File: config.mk
export PLATFORM = sky130hd
export DESIGN_NAME = id_ctrl_stage
export DESIGN_NICKNAME = d
export VERILOG_FILES = /design/src/rtl/id_ctrl_stage.sv
export SDC_FILE = /design/constraint.sdc
export NUM_CORES = 1
export LEC_CHECK = 0
export BUFFER_PORTS_ARGS = -buffer_cell sky130_fd_sc_hd__buf_2
export CAP_MARGIN = 20
export CORE_MARGIN = 1
export CORE_UTILIZATION = 25
export DETAILED_ROUTE_END_ITERATION = 10
export HOLD_SLACK_MARGIN = 0.12
export SLEW_MARGIN = 20
export SYNTH_ARGS = -nofsm -noshare
export SYNTH_HDL_FRONTEND = slang
export SYNTH_SLANG_ARGS = --single-unit
File: constraint.sdc
create_clock -name CLK -period 5 [get_ports CLK]
set_input_delay 0.5 -clock CLK [delete_from_list [all_inputs] [get_ports CLK]]
set_output_delay 0.5 -clock CLK [all_outputs]
set_load 0.03 [all_outputs]
File: src/rtl/id_ctrl_stage.sv
// -----------------------------------------------------------------------------
// id_ctrl_stage
//   Decode/control stage directly behind instruction fetch. Holds the IF/ID
//   instruction register, decodes it for the datapath, resolves branches
//   through a small target LUT and feeds Branch/Target/Halt back to fetch.
//   A one-cycle bubble follows every taken branch (the PC+1 word is dropped).
//   Retired instructions are counted per program (cleared on start).
//
// Ports
//   CLK          clock, all state on posedge
//   Reset_n      synchronous active-low reset (overrides start)
//   start        program (re)start pulse, same one fetch receives
//   instruction  9-bit fetched word
//   Zero         datapath zero flag, used combinationally by BR-cond
//   lut_we/lut_addr/lut_data   branch-target LUT write port
//   Branch/Target/Halt         combinational control back to fetch
//   id_valid     decoded fields describe a real instruction
//   alu_op/ra/rb raw instruction fields
//   reg_we/mem_re/mem_we       decoded enables, zero unless a valid RUN word
//   retire_cnt   retired instruction count (wraps)
// -----------------------------------------------------------------------------
module id_ctrl_stage #(
  parameter int TGT_W     = 8,
  parameter int LUT_DEPTH = 8,
  parameter int CNT_W     = 16
) (
  input  logic             CLK,
  input  logic             Reset_n,
  input  logic             start,
  input  logic [8:0]       instruction,
  input  logic             Zero,
  input  logic             lut_we,
  input  logic [2:0]       lut_addr,
  input  logic [TGT_W-1:0] lut_data,
  output logic             Branch,
  output logic [TGT_W-1:0] Target,
  output logic             Halt,
  output logic             id_valid,
  output logic [2:0]       alu_op,
  output logic [2:0]       ra,
  output logic [2:0]       rb,
  output logic             reg_we,
  output logic             mem_re,
  output logic             mem_we,
  output logic [CNT_W-1:0] retire_cnt
);

  typedef enum logic [1:0] {
    IDLE   = 2'd0,
    RUN    = 2'd1,
    FLUSH  = 2'd2,
    HALTED = 2'd3
  } state_t;

  state_t           state;
  state_t           state_nx;
  logic [8:0]       ir;
  logic             valid;
  logic [CNT_W-1:0] cnt;
  logic [TGT_W-1:0] lut [LUT_DEPTH];

  logic             run_valid;
  logic             taken;
  logic             is_halt;

  // LUT depths below 8 fold the 3-bit index back into range
  function automatic logic [2:0] lut_idx(input logic [2:0] a);
    lut_idx = 3'(32'(a) % 32'(LUT_DEPTH));
  endfunction

  // branch / halt resolution from the registered word
  always_comb begin
    run_valid = (state == RUN) && valid;
    taken     = run_valid && (ir[8:6] == 3'b110) && (!ir[5] || Zero);
    is_halt   = run_valid && (ir[8:6] == 3'b111) && (ir[5:3] == 3'b000);
  end

  // control outputs to fetch; Target only shows a value while Branch is high
  always_comb begin
    Branch = taken;
    Halt   = is_halt || (state == HALTED);
    if (taken) begin
      Target = lut[lut_idx(ir[2:0])];
    end else begin
      Target = '0;
    end
  end

  // datapath decode; enables are suppressed for bubbles and outside RUN
  always_comb begin
    id_valid   = valid;
    alu_op     = ir[8:6];
    ra         = ir[5:3];
    rb         = ir[2:0];
    retire_cnt = cnt;
    reg_we     = 1'b0;
    mem_re     = 1'b0;
    mem_we     = 1'b0;
    if (run_valid) begin
      case (ir[8:6])
        3'b000, 3'b001, 3'b010, 3'b011: reg_we = 1'b1;
        3'b100: begin
          mem_re = 1'b1;
          reg_we = 1'b1;
        end
        3'b101:  mem_we = 1'b1;
        default: reg_we = 1'b0;
      endcase
    end else begin
      reg_we = 1'b0;
    end
  end

  // next-state logic; start wins over branch and halt
  always_comb begin
    state_nx = state;
    if (start) begin
      state_nx = RUN;
    end else begin
      case (state)
        IDLE: state_nx = IDLE;
        RUN: begin
          if (taken) begin
            state_nx = FLUSH;
          end else if (is_halt) begin
            state_nx = HALTED;
          end else begin
            state_nx = RUN;
          end
        end
        FLUSH:   state_nx = RUN;
        HALTED:  state_nx = HALTED;
        default: state_nx = IDLE;
      endcase
    end
  end

  // state, IF/ID register and retire counter
  always_ff @(posedge CLK) begin
    if (!Reset_n) begin
      state <= IDLE;
      ir    <= 9'd0;
      valid <= 1'b0;
      cnt   <= '0;
    end else begin
      state <= state_nx;
      if (start) begin
        // restart: first captured word is a bubble
        ir    <= instruction;
        valid <= 1'b0;
        cnt   <= '0;
      end else begin
        case (state)
          RUN: begin
            cnt <= cnt + {{(CNT_W-1){1'b0}}, valid};
            if (is_halt) begin
              // ir frozen on the HALT word
              valid <= 1'b0;
            end else begin
              ir    <= instruction;
              // the word behind a taken branch is dropped
              valid <= !taken;
            end
          end
          FLUSH: begin
            ir    <= instruction;
            valid <= 1'b1;
          end
          default: valid <= 1'b0;
        endcase
      end
    end
  end

  // branch-target LUT; a same-cycle read sees the old contents
  always_ff @(posedge CLK) begin
    if (!Reset_n) begin
      for (int i = 0; i < LUT_DEPTH; i++) begin
        lut[i] <= '0;
      end
    end else if (lut_we) begin
      lut[lut_idx(lut_addr)] <= lut_data;
    end
  end

endmodule

**Word level (Yosys, flattened, before mapping)**

Memories as Yosys holds them, arrays and structs flattened. A register that Yosys moved wholly into a read port is not among the register bits.
Cells that the tools add are included.

- Flip-flop bits (word level): 28
- Memory bits (writable): 64
- Input port bits: 25
- Output and inout bits: 39
- Memories: 1

Memories:

| name | depth | width | read ports | clocked after Yosys merged registers in | write ports | RTL line | text |
|---|---|---|---|---|---|---|---|
| lut | 8 | 8 | 1 | 1 | 8 | 60 | `logic [TGT_W-1:0] lut [LUT_DEPTH];` |

- Add/subtract/negate cells: 1
- Equality and inequality tests: 11
- Mux-type cells: 25
- Bitwise logic cells: 1
- Reduce and logical (&&, ||, !) cells: 17

Operators by type and width:

| operator | number |
|---|---|
| $mux W9 | 2 |
| $pmux W9 S2 | 1 |
| $add A16 B1 Y16 | 1 |
| $mux W8 | 2 |
| $mux W1 | 13 |
| $eq A3 B3 Y1 const B | 4 |
| $mux W3 | 3 |
| $pmux W2 S4 | 1 |
| $reduce_or A8 Y1 | 1 |
| $eq A3 B2 Y1 const B | 2 |
| $logic_not A3 Y1 | 2 |
| $logic_and A1 B1 Y1 | 5 |
| $reduce_or A5 Y1 | 1 |
| $eq A2 B2 Y1 const B | 2 |
| $mux W2 | 2 |
| $eq A3 B1 Y1 const B | 1 |
| $ne A3 B3 Y1 const B | 1 |
| $reduce_bool A3 Y1 | 1 |
| $eq A2 B1 Y1 const B | 1 |
| $logic_not A1 Y1 | 2 |
| $logic_not A2 Y1 | 1 |
| $logic_or A1 B1 Y1 | 2 |
| $pmux W1 S2 | 1 |
| $reduce_and A2 Y1 | 1 |
| other kinds (2) | 2 |

**Logic depth before layout (Yosys ltp)**

Gate-level depths: netlist of run 1.

- Depth after elaboration: 9
- Gate-level depth with buffers: 8
- Gate-level depth less buffers: 5

**Least setup slack after synthesis of run 1**

Ideal clock, no wire load.

- Path type: register to output
- Start point: register state[1]
- End point: output mem_re
- Arrival: 1611 ps
- Required time: 4500 ps
- Path slack: 2889 ps
- Stages on the path, launching flop included: 7
- Path buffers: 2
- Path through: dfxtp_1 inv_1 ha_1 buf_4 buf_2 nand3_1 nor3_1

- Longest elaborated chain between the ends: 3

Ends and longest elaborated chain:

| element | RTL line | text |
|---|---|---|
| from (decl) | 55 | `state_t state;` |
| from (signal assigned) | 146 | `state <= state_nx;` |
| $eq A2 B1 Y1 | 73 | `run_valid = (state == RUN) && valid;` |
| $logic_and A1 B1 Y1 | 73 |  |
| $mux W1 | 99 | `if (run_valid) begin` |
| to (decl) | 43 | `output logic mem_re,` |

No other way between the ends.

**Final worst setup path of run 1**

- Start point: register state[1]
- End point: output Target[3]

- Longest elaborated chain between the ends: 5

Ends and longest elaborated chain:

| element | RTL line | text |
|---|---|---|
| $eq A2 B1 Y1 | 73 |  |
| $logic_and A1 B1 Y1 | 73 |  |
| $logic_and A1 B1 Y1 (2 in series) | 74 | `taken = run_valid && (ir[8:6] == 3'b110) && (!ir[5] \|\| Zero);` |
| $mux W8 | 82 | `if (taken) begin` |
| to (decl) | 36 | `output logic [TGT_W-1:0] Target,` |

No other way between the ends.

==> results of run 1 <==
-- layer usage --
metal,global-route usage (%),routed length [um],up-vias
met2,21.2,5930,97
met5,0,23,-
met3,3.52,615,32
met1,14.7,4950,1639
met4,6.08,408,4
li1,-,-,1541
-- flip-flops by register name, indices dropped and copies added (netlist names), named ones only --
signal and cells:
retire_cnt 16, lut 64, ir 9, id_valid 1
state 2
-- cell type report --
class | instances | area, sq um
diodes | 1 | 2.50
clock buffers | 10 | 229
clock inverters | 6 | 51.3
fillers | 1827 | 12700
inverters | 8 | 30.0
multi-input cells | 248 | 1980
flip-flops and latches | 95 | 2540
well taps | 229 | 287
repair buffers | 68 | 353
-- stage by stage --
stage	cells	total power, mW
3_3_place_gp	648	1.06
4_1_cts	664	1.72
2_1_floorplan	372	1.01
3_5_place_dp	648	1.06
5_1_grt	665	1.76
6_report	665	1.70
-- worst paths after layout --
check / start / to / slack, ns / depth (start not counted)
max reg2reg: state[1]$_SDFF_PP0_ / register / 2.99 / 6
max: state[1]$_SDFF_PP0_ / Target[3] / 2.01 / 7
min: instruction[4] / ir[4]$_SDFFE_PN0P_ / 0.42 / 2
min reg2reg: retire_cnt[15]$_SDFFE_PP0N_ / retire_cnt[15]$_SDFFE_PP0N_ / 0.48 / 2
-- cell families after synthesis --
kind of cell               Yosys count  share of synthesized area, %
xor gates and xnor gates             3                         0.562
and+or+nand+nor                    158                          21.7
AOI/OAI and AO/OA                   60                          9.14
muxes                               21                          9.25
adders and majority gates            6                          1.60
buffers and inverters               29                          3.40
DFF                                 95                          54.3
-- critical path, delay by kind of cell, from the launching register on --
kind	cells	cell delay (ns)
buf+inv	3	0.58
flops	1	0.33
fa+ha+maj	1	0.14
simple gates	2	0.86
compound gates	1	0.23
-- power by group through the flow --
stage	clock [mW]	combinational, mW	sequential (mW)
global route	0.697	0.147	0.914
global placement	0	0.133	0.924
detailed placement	0	0.137	0.927
CTS	0.669	0.137	0.910
floorplan	0	0.0911	0.918
finish	0.658	0.137	0.908
-- cells in the final DEF (no fill, tap or decap), types with 7 or more instances in the layout --
master and n:
edfxtp_1 64, nand2_1 19, mux4_2 10, clkbuf_16 9, a21oi_1 13, a22o_1 9
inv_1 7, buf_2 63, o21ai_0 9, and2_1 65, o221ai_1 9, nor3_1 7
dfxtp_1 30, nor2_1 12, nand2b_1 9, nand4_1 11
==> summary.md, run 1 <==
| Metric | Value |
|---|---|
| Worst path cell trace | inv_1 -> ha_1 -> buf_4 -> nand4_4 -> nor4_4 -> a22o_1 -> buf_2 |
| Post-synth top area share | between 40% and 50% |
| Switch Pwr | between 400 and 500 uW |
| Post-Synthesis Cells | 372 |
| Hold_buf cts | 0 |
| CP Data Required Time | 4.50 ns |
| Fraction of layout cells with a size suffix above 1 | between 20% and 30% |
| Fin Clk Skew | around 0.0098 ns |
| Synth top area cells | edfxtp_1 (41%), dfxtp_1 (13%), and2_1 (8.7%), mux4_2 (4.8%), mux4_1 (3.4%) |
| Worst min path class | in2reg |
| Number of routed nets with antenna violations | 0 |
| Pin count of the biggest net entering global routing | 27 |
| RSZ-0062 raised after global routing | no |
| Clock Path Buffers | 2 |
| Placed Area | 5190 sq um |
| Nets@finish | about 460 |
| Average cell area after synthesis | 12.6 sq um |
| Clk_lat worst skew | between 0.3 and 0.4 ns |
| Max Cap Viol | 0 |
| P_int | ~1.3 mW |
| Final WS setup | roughly 2 ns |
| Setup_tns | 0 ns |
| Resize count post-CTS | 0 |
| Initial core utilization | 25.8% |
| Fin area | ~5500 sq um |
| Max Clock Freq | 335 MHz |
| Most common flop cell mapped by yosys | edfxtp_1 |
| DR WL/cell | 17.9 um |
| H-tree depth | 3 |
| First-pass GRT wire length | ~18000 um |
| Synth area leader | edfxtp_1 |
| Die W | around 140 um |
| GRT overflow | 0 |
| Die Area | between 15000 and 20000 sq um |
| Number of global-route vias before repair | 3289 |
| Crit end category | output pin |
| Crit start category | register |
| HPWL Detailed | between 8000 and 9000 um |
| Sequential fraction of the synthesis area | between 50% and 60% |
| Pre-Repair DR Iteration Count | 8 |
| DRC Markers | 2 |
| Critical-path top delay cell | nor4_4 |
| Yosys cell types | 47 |
| Worst Tran Pin Value | between 1 and 1.5 ns |
| Ys async rst share | 0% |
| Most common cell in the netlist | and2_1 |
| Vias | roughly 3300 |
| Syn. warnings | 0 |
| Crit-path max cell delay | approximately 0.66 ns |
| Routability cong. | 0.773 |
| Final setup fails | 0 |
| Peak VDD IR | 0.154 mV |
| DRT iter0 DRCs | approximately 230 |
| Max transition margin | roughly a third |
| Clk slew on worst S/H paths | approximately 0.070 ns |
| Hold Vio Cnt, Final | 0 |
| Commonest cells in the netlist | and2_1 (65), edfxtp_1 (64), dfxtp_1 (31), nand2_1 (19), a21oi_1 (13) |
| WS Path Type | reg2out |
| Hold_ws | approximately 0.42 ns |
| Cell Rows | between 40 and 50 |
| Post-Syn Nets | 403 |
| Via density | 4.98 |
| Failing checks | DRC |
| # IOs | 64 |
| Status | complete, but fails checks |
| Port-buffer cells | 63 |
| Leak | 1.99 nW |
| Cts bufs inserted | 9 |
| Dpl ws | between 2 and 2.5 ns |
| Overall routed net length | between 10000 and 15000 um |
| Clk pwr share | around 39% |
| Initial antenna violation count | 3 |
| Core Util, Final | between 30% and 40% |
| Arrival time of the worst setup path | roughly 2.5 ns |
| Max-slew violations | 0 |
| Sw Share | roughly a quarter |
| Period utilization | between 50% and 60% |
| Die Span Y | about 140 um |
| Core footprint | 18100 sq um |
| CTS tree | built |
| Comb pwr share | under 10% |
| Post-CTS setup buffer count | 0 |
| Power share of the sequential group | between 50% and 60% |
| Pwr/cell area | around 310 nW/um^2 |
| Critical path fanouts, max | 26 |
| Mapped cell area | ~4700 sq um |
| Root buffer cell | clkbuf_16 |
| Gr usage total | 12.6% |
| Post-synth EDFFs | 64 |
| #FFs+latches synth | 95 |
| TritonCTS Sinks | 95 |
| Synthesis-to-finish area growth | 17.1% |
| Minimum clock period | roughly 3.0 ns |
(Power assumes the default switching activity.)
==> run 2: changes to the inputs <==
- clock period: 5 -> 3.1 ns (I/O delays scaled with it)
==> run 2 against run 1 <==
Compared with the run above:
- clock skew decreased by 0.0024 ns
- worst hold slack worse by 0.20 ns
- clock power rose by 67%
- sequential power up 60%
- combinational power is 73% higher
- final cell count grew 0.90%
- critical path type unchanged
- critical endpoint unchanged
- highest routed layer unchanged
- via count down 0.24%
- the run still ends with DRC left
- power up 64%
==> summary.md, run 2 (synthesis gave the netlist of run 1 again) <==
| Metric | Value |
|---|---|
| Crit start category | register |
| Initial core utilization | between 20% and 30% |
| Vias | between 3000 and 4000 |
| Via density | 4.93 |
| HPWL Detailed | around 8600 um |
| Hold_ws | 0.225 ns |
| Peak VDD IR | ~0.33 mV |
| Minimum clock period | 2.52 ns |
| Pre-Repair DR Iteration Count | 8 |
| Area of the multi-input gates | between 1500 and 2000 sq um |
| Sw Share | roughly a quarter |
| Hold_buf cts | 0 |
| # IOs | between 60 and 70 |
| Final WS setup | roughly 0.6 ns |
| Most frequent cells in the layout | and2_1 (65), edfxtp_1 (64), buf_2 (63) |
| Synthesis-to-finish area growth | 18.3% |
| Gr usage total | between 10% and 20% |
| Worst min path class | in2reg |
| DRT iter0 DRCs | 236 |
| Dpl ws | approximately 0.95 ns |
| Setup_tns | 0 ns |
| Fraction of layout cells with a size suffix above 1 | between 20% and 30% |
| Failing checks | DRC |
| Final setup fails | 0 |
| Core footprint | 18100 sq um |
| Max Cap Viol | 0 |
| Dpl cells | about 650 |
| Clk_lat worst skew | ~0.34 ns |
| Max-slew violations | 0 |
| Leak | a little over 2 nW |
| Most Crowded Layer GR | met2 |
| Status | complete, but fails checks |
| TritonCTS Sinks | 95 |
| Period utilization | between 80% and 90% |
| CTS tree | built |
| Number of routed nets with antenna violations | 0 |
| Resize count post-CTS | 0 |
| Initial antenna violation count | 2 |
| Max FFs per register | 64 |
| Routability cong. | just under 0.8 |
| Arrival time of the worst setup path | around 2.2 ns |
| DR WL/cell | ~18 um |
| Cts bufs inserted | 9 |
| Met3 Use GR | 2.49% |
| Hold wc startpoint | instruction[3] |
| Critical path fanouts, max | 8 |
| Clk slew on worst S/H paths | around 0.07 ns |
| Pwr/cell area | about 500 nW/um^2 |
| Max Clock Freq | just under 400 MHz |
| Switch Pwr | roughly 700 uW |
| Clk pwr share | around 39% |
| Hold Vio Cnt, Final | 0 |
| Critical Path Source | state[1]$_SDFF_PP0_ |
| Power share of the sequential group | 52.2% |
| Crit end category | output pin |
| Port-buffer cells | between 60 and 70 |
| Number of global-route vias before repair | roughly 3300 |
| WS Path Type | reg2out |
| Die W | around 140 um |
| Nets@finish | ~470 |
| H-tree depth | 3 |
| Comb pwr share | 8.5% |
| Fillers | ~1800 |
| Die Area | approximately 19000 sq um |
| Top reg by flops | lut |
| M2 GR Usage | between 20% and 30% |
| Clock Path Buffers | 2 |
| Most common cell after layout, fill and taps aside | and2_1 |
| RSZ-0062 raised after global routing | no |
| Fin Clk Skew | 0.00741 ns |
| CP Data Required Time | around 2.8 ns |
| Cell Rows | 49 |
| Root buffer cell | clkbuf_16 |
| Die Span Y | approximately 140 um |
| Max transition margin | 45.7% |
| Overall routed net length | about 12000 um |
| First-pass GRT wire length | 18500 um |
| Worst Tran Pin Value | a little over 0.8 ns |
| Met1 Use GR | roughly 16% |
| Pin count of the biggest net entering global routing | 26 |
| P_int | roughly 2.1 mW |
| GRT overflow | 0 |
| RR Startpoint | state[1]$_SDFF_PP0_ |
| DRC Markers | 2 |
| Register area | 2540 sq um |
| Post-Layout Cell Count | about 670 |
| Post-CTS setup buffer count | 0 |
[run 2: per-layer routing]
layer / up-vias / wire [um]
met5: - / 10
met4: 2 / 204
met3: 12 / 488
met2: 68 / 6030
met1: 1660 / 5240
li1: 1563 / -
[run 2: worst max-delay path, cell delays in order, from the launching register on]
cell and delay (ns):
dfxtp_1 0.34, inv_1 0.08, ha_1 0.20, nand4_4 0.16, nor4b_4 0.62, a22o_1 0.25
buf_2 0.21
[run 2: cell type report]
class,count,share of cell area [%]
Tap cell,229,5.18
Clock inverter,7,1.31
Inverter,8,0.542
Multi-Input combinational cell,248,35.7
Clock buffer,9,4.07
Sequential cell,95,45.9
Timing Repair Buffer,74,7.19
Antenna cell,1,0.0452
[run 2: stage by stage]
stage,util [%],total power [mW],cell area [sq um]
finish,30.5,2.79,5540
global route,30.5,2.88,5540
CTS,30.5,2.81,5530
detailed placement,28.8,1.72,5240
global placement,28.8,1.72,5240
floorplan,-,1.63,4680
[run 2: power by group through the flow]
stage | logic (mW) | clock network (mW) | registers, mW
floorplan | 0.147 | 0 | 1.48
global placement | 0.235 | 0 | 1.48
detailed placement | 0.239 | 0 | 1.48
CTS | 0.240 | 1.12 | 1.46
global route | 0.256 | 1.17 | 1.46
finish | 0.237 | 1.10 | 1.45
[run 2: path summary, 6_finish.rpt]
kind	cells after the start	slack [ns]	endpoint
worst max-delay path	6	0.58	Target[3]
worst max register to register	6	1.06	register
worst min register to register	2	0.47	retire_cnt[15]$_SDFFE_PP0N_
worst min-delay path	2	0.23	ir[3]$_SDFFE_PN0P_
==> run 3: changes to the inputs <==
- clock period: 3.1 -> 2.55 ns (I/O delays scaled with it)
==> run 3 against run 2 <==
Compared with the run above:
- the run still ends with DRC left
- largest power group unchanged
- highest routed layer is now met4
- critical endpoint is now Halt
- critical path type unchanged
- non-clock buffer count increased by 6
- global-route usage decreased by 0.75 points
- worst hold slack got worse by 0.058 ns
==> summary.md, run 3 (synthesis gave the netlist of run 1 again) <==
| Metric | Value |
|---|---|
| Status | complete, but fails checks |
| Failing checks | DRC |
| Clk slew on worst S/H paths | 0.07 ns |
| Post-Layout Cell Count | roughly 680 |
| CP Data Required Time | between 2 and 2.5 ns |
| Die Span Y | between 100 and 150 um |
| Area of the multi-input gates | about 2000 sq um |
| DRC Markers | 2 |
| Hold_ws | 0.168 ns |
| Vias | between 3000 and 4000 |
| Worst path cell trace | inv_1 -> ha_1 -> buf_4 -> and4_2 -> nand2_1 -> nand2b_1 -> buf_2 |
| Via density | ~4.9 |
| Minimum clock period | 2.41 ns |
| Port-buffer cells | 63 |
| Top reg by flops | lut |
| Cell Rows | 49 |
| Crit-path max cell delay | between 0.3 and 0.4 ns |
| R2R cell count | 6 |
| Most frequent cells in the layout | and2_1 (65), edfxtp_1 (64), buf_2 (63) |
| Arrival time of the worst setup path | ~2.2 ns |
| Die Area | around 19000 sq um |
| Period utilization | 94.4% |
| # diodes | 0 |
| Cts bufs inserted | 9 |
| DR WL/cell | between 15 and 20 um |
| Leak | just over 2 nW |
| First-pass GRT wire length | 17300 um |
| Worst Tran Pin Value | just under 0.6 ns |
| Final setup fails | 0 |
| Nets@finish | 473 |
| Critical-path top delay cell | and4_2 |
| Fillers | between 1500 and 2000 |
| Number of global-route vias before repair | 3157 |
| Initial core utilization | 25.8% |
| Routability cong. | between 0.7 and 0.8 |
| Number of routed nets with antenna violations | 0 |
| Post-CTS setup buffer count | 0 |
| HPWL Detailed | about 8300 um |
| # IOs | 64 |
| CP top delay family | simple AND/OR/NAND/NOR gates |
| Fin Clk Skew | around 0.0074 ns |
| Fraction of layout cells with a size suffix above 1 | 26.0% |
| RSZ-0062 raised after global routing | no |
| Max FFs per register | between 60 and 70 |
| Max transition margin | between 60 and 70% |
| Pin count of the biggest net entering global routing | 26 |
| Synthesis-to-finish area growth | 19.0% |
| Gr usage total | approximately an eighth |
| Worst min path class | in2reg |
| Crit end category | output pin |
| Pwr/cell area | approximately 600 nW/um^2 |
| TritonCTS Sinks | 95 |
| Hold path depth | 2 |
| Core footprint | around 18000 sq um |
| Setup_tns | 0 ns |
| Die W | 139 um |
| Critical path fanouts, max | 25 |
| Clock Path Buffers | 2 |
| Max-slew violations | 0 |
| Root buffer cell | clkbuf_16 |
| Initial antenna violation count | 0 |
| Critical Path Stages | 7 |
| Peak VDD IR | roughly 0.3 mV |
| CTS tree | built |
| DRT iter0 DRCs | 245 |
| GRT overflow | 0 |
| Overall routed net length | approximately 11000 um |
| Register area | approximately 2500 sq um |
| Hold Vio Cnt, Final | 0 |
| Max Clock Freq | slightly above 400 MHz |
| Max Cap Viol | 0 |
| Pre-Repair DR Iteration Count | 9 |
| Power, Total | between 3 and 4 mW |
| Crit start category | register |
| Dpl cells | between 600 and 700 |
| Most common cell after layout, fill and taps aside | and2_1 |
| H-tree depth | 3 |
| Crit path buffers/inverters | 3 |
| WS Path Type | reg2out |
| Clk_lat worst skew | 0.34 ns |
run 3: per-stage QoR:
stage / setup WS, ns / area (sq um) / utilization, %
finish: 0.144 / 5570 / 30.7
global route: 0.0170 / 5570 / 30.7
CTS: 0.0979 / 5570 / 30.7
detailed placement: 0.471 / 5280 / 29.1
global placement: 0.536 / 5280 / 29.1
floorplan: 0.684 / 4680 / -
run 3: area by class of cell:
class	count	share of cell area (%)
multi-input cells	248	35.6
well taps	229	5.15
flip-flops and latches	95	45.7
inverters	8	0.539
clock inverters	7	1.10
repair buffers	80	7.96
clock buffers	9	4.04
run 3: repair_timing:
action | 4_1_cts | 5_1_grt
hold buffers | 0 | 0
endpoints found under the setup margin | 0 | 1
gates resized for setup | 0 | 1
run 3: worst paths after layout:
check / slack, ns / end / start
hold reg to reg: 0.48 / retire_cnt[15]$_SDFFE_PP0N_ / retire_cnt[15]$_SDFFE_PP0N_
hold / removal: 0.17 / ir[3]$_SDFFE_PN0P_ / instruction[3]
setup / recovery: 0.14 / Halt / state[1]$_SDFF_PP0_
setup reg to reg: 0.57 / ir[1]$_SDFFE_PN0P_ / state[1]$_SDFF_PP0_
run 3: report_power, final:
group          internal, mW  switching, mW  leakage (nW)
clock network         0.684          0.611         0.141
registers              1.72         0.0379         0.866
logic                 0.122          0.172          1.05
run 3: worst register-to-register path: stages, from the launching register on:
cell      delay (ns)
dfxtp_1         0.33
inv_1           0.08
ha_1            0.22
buf_4           0.30
and4_2          0.37
and2_1          0.36
o221ai_1        0.19
run 3: per-layer routing:
layer / wire (um) / global-route usage [%] / vias to the layer above
li1: - / - / 1562
met1: 4770 / 14.4 / 1613
met2: 5720 / 20.1 / 88
met5: 0 / 0 / -
met4: 277 / 4.97 / 0
met3: 529 / 2.35 / 20
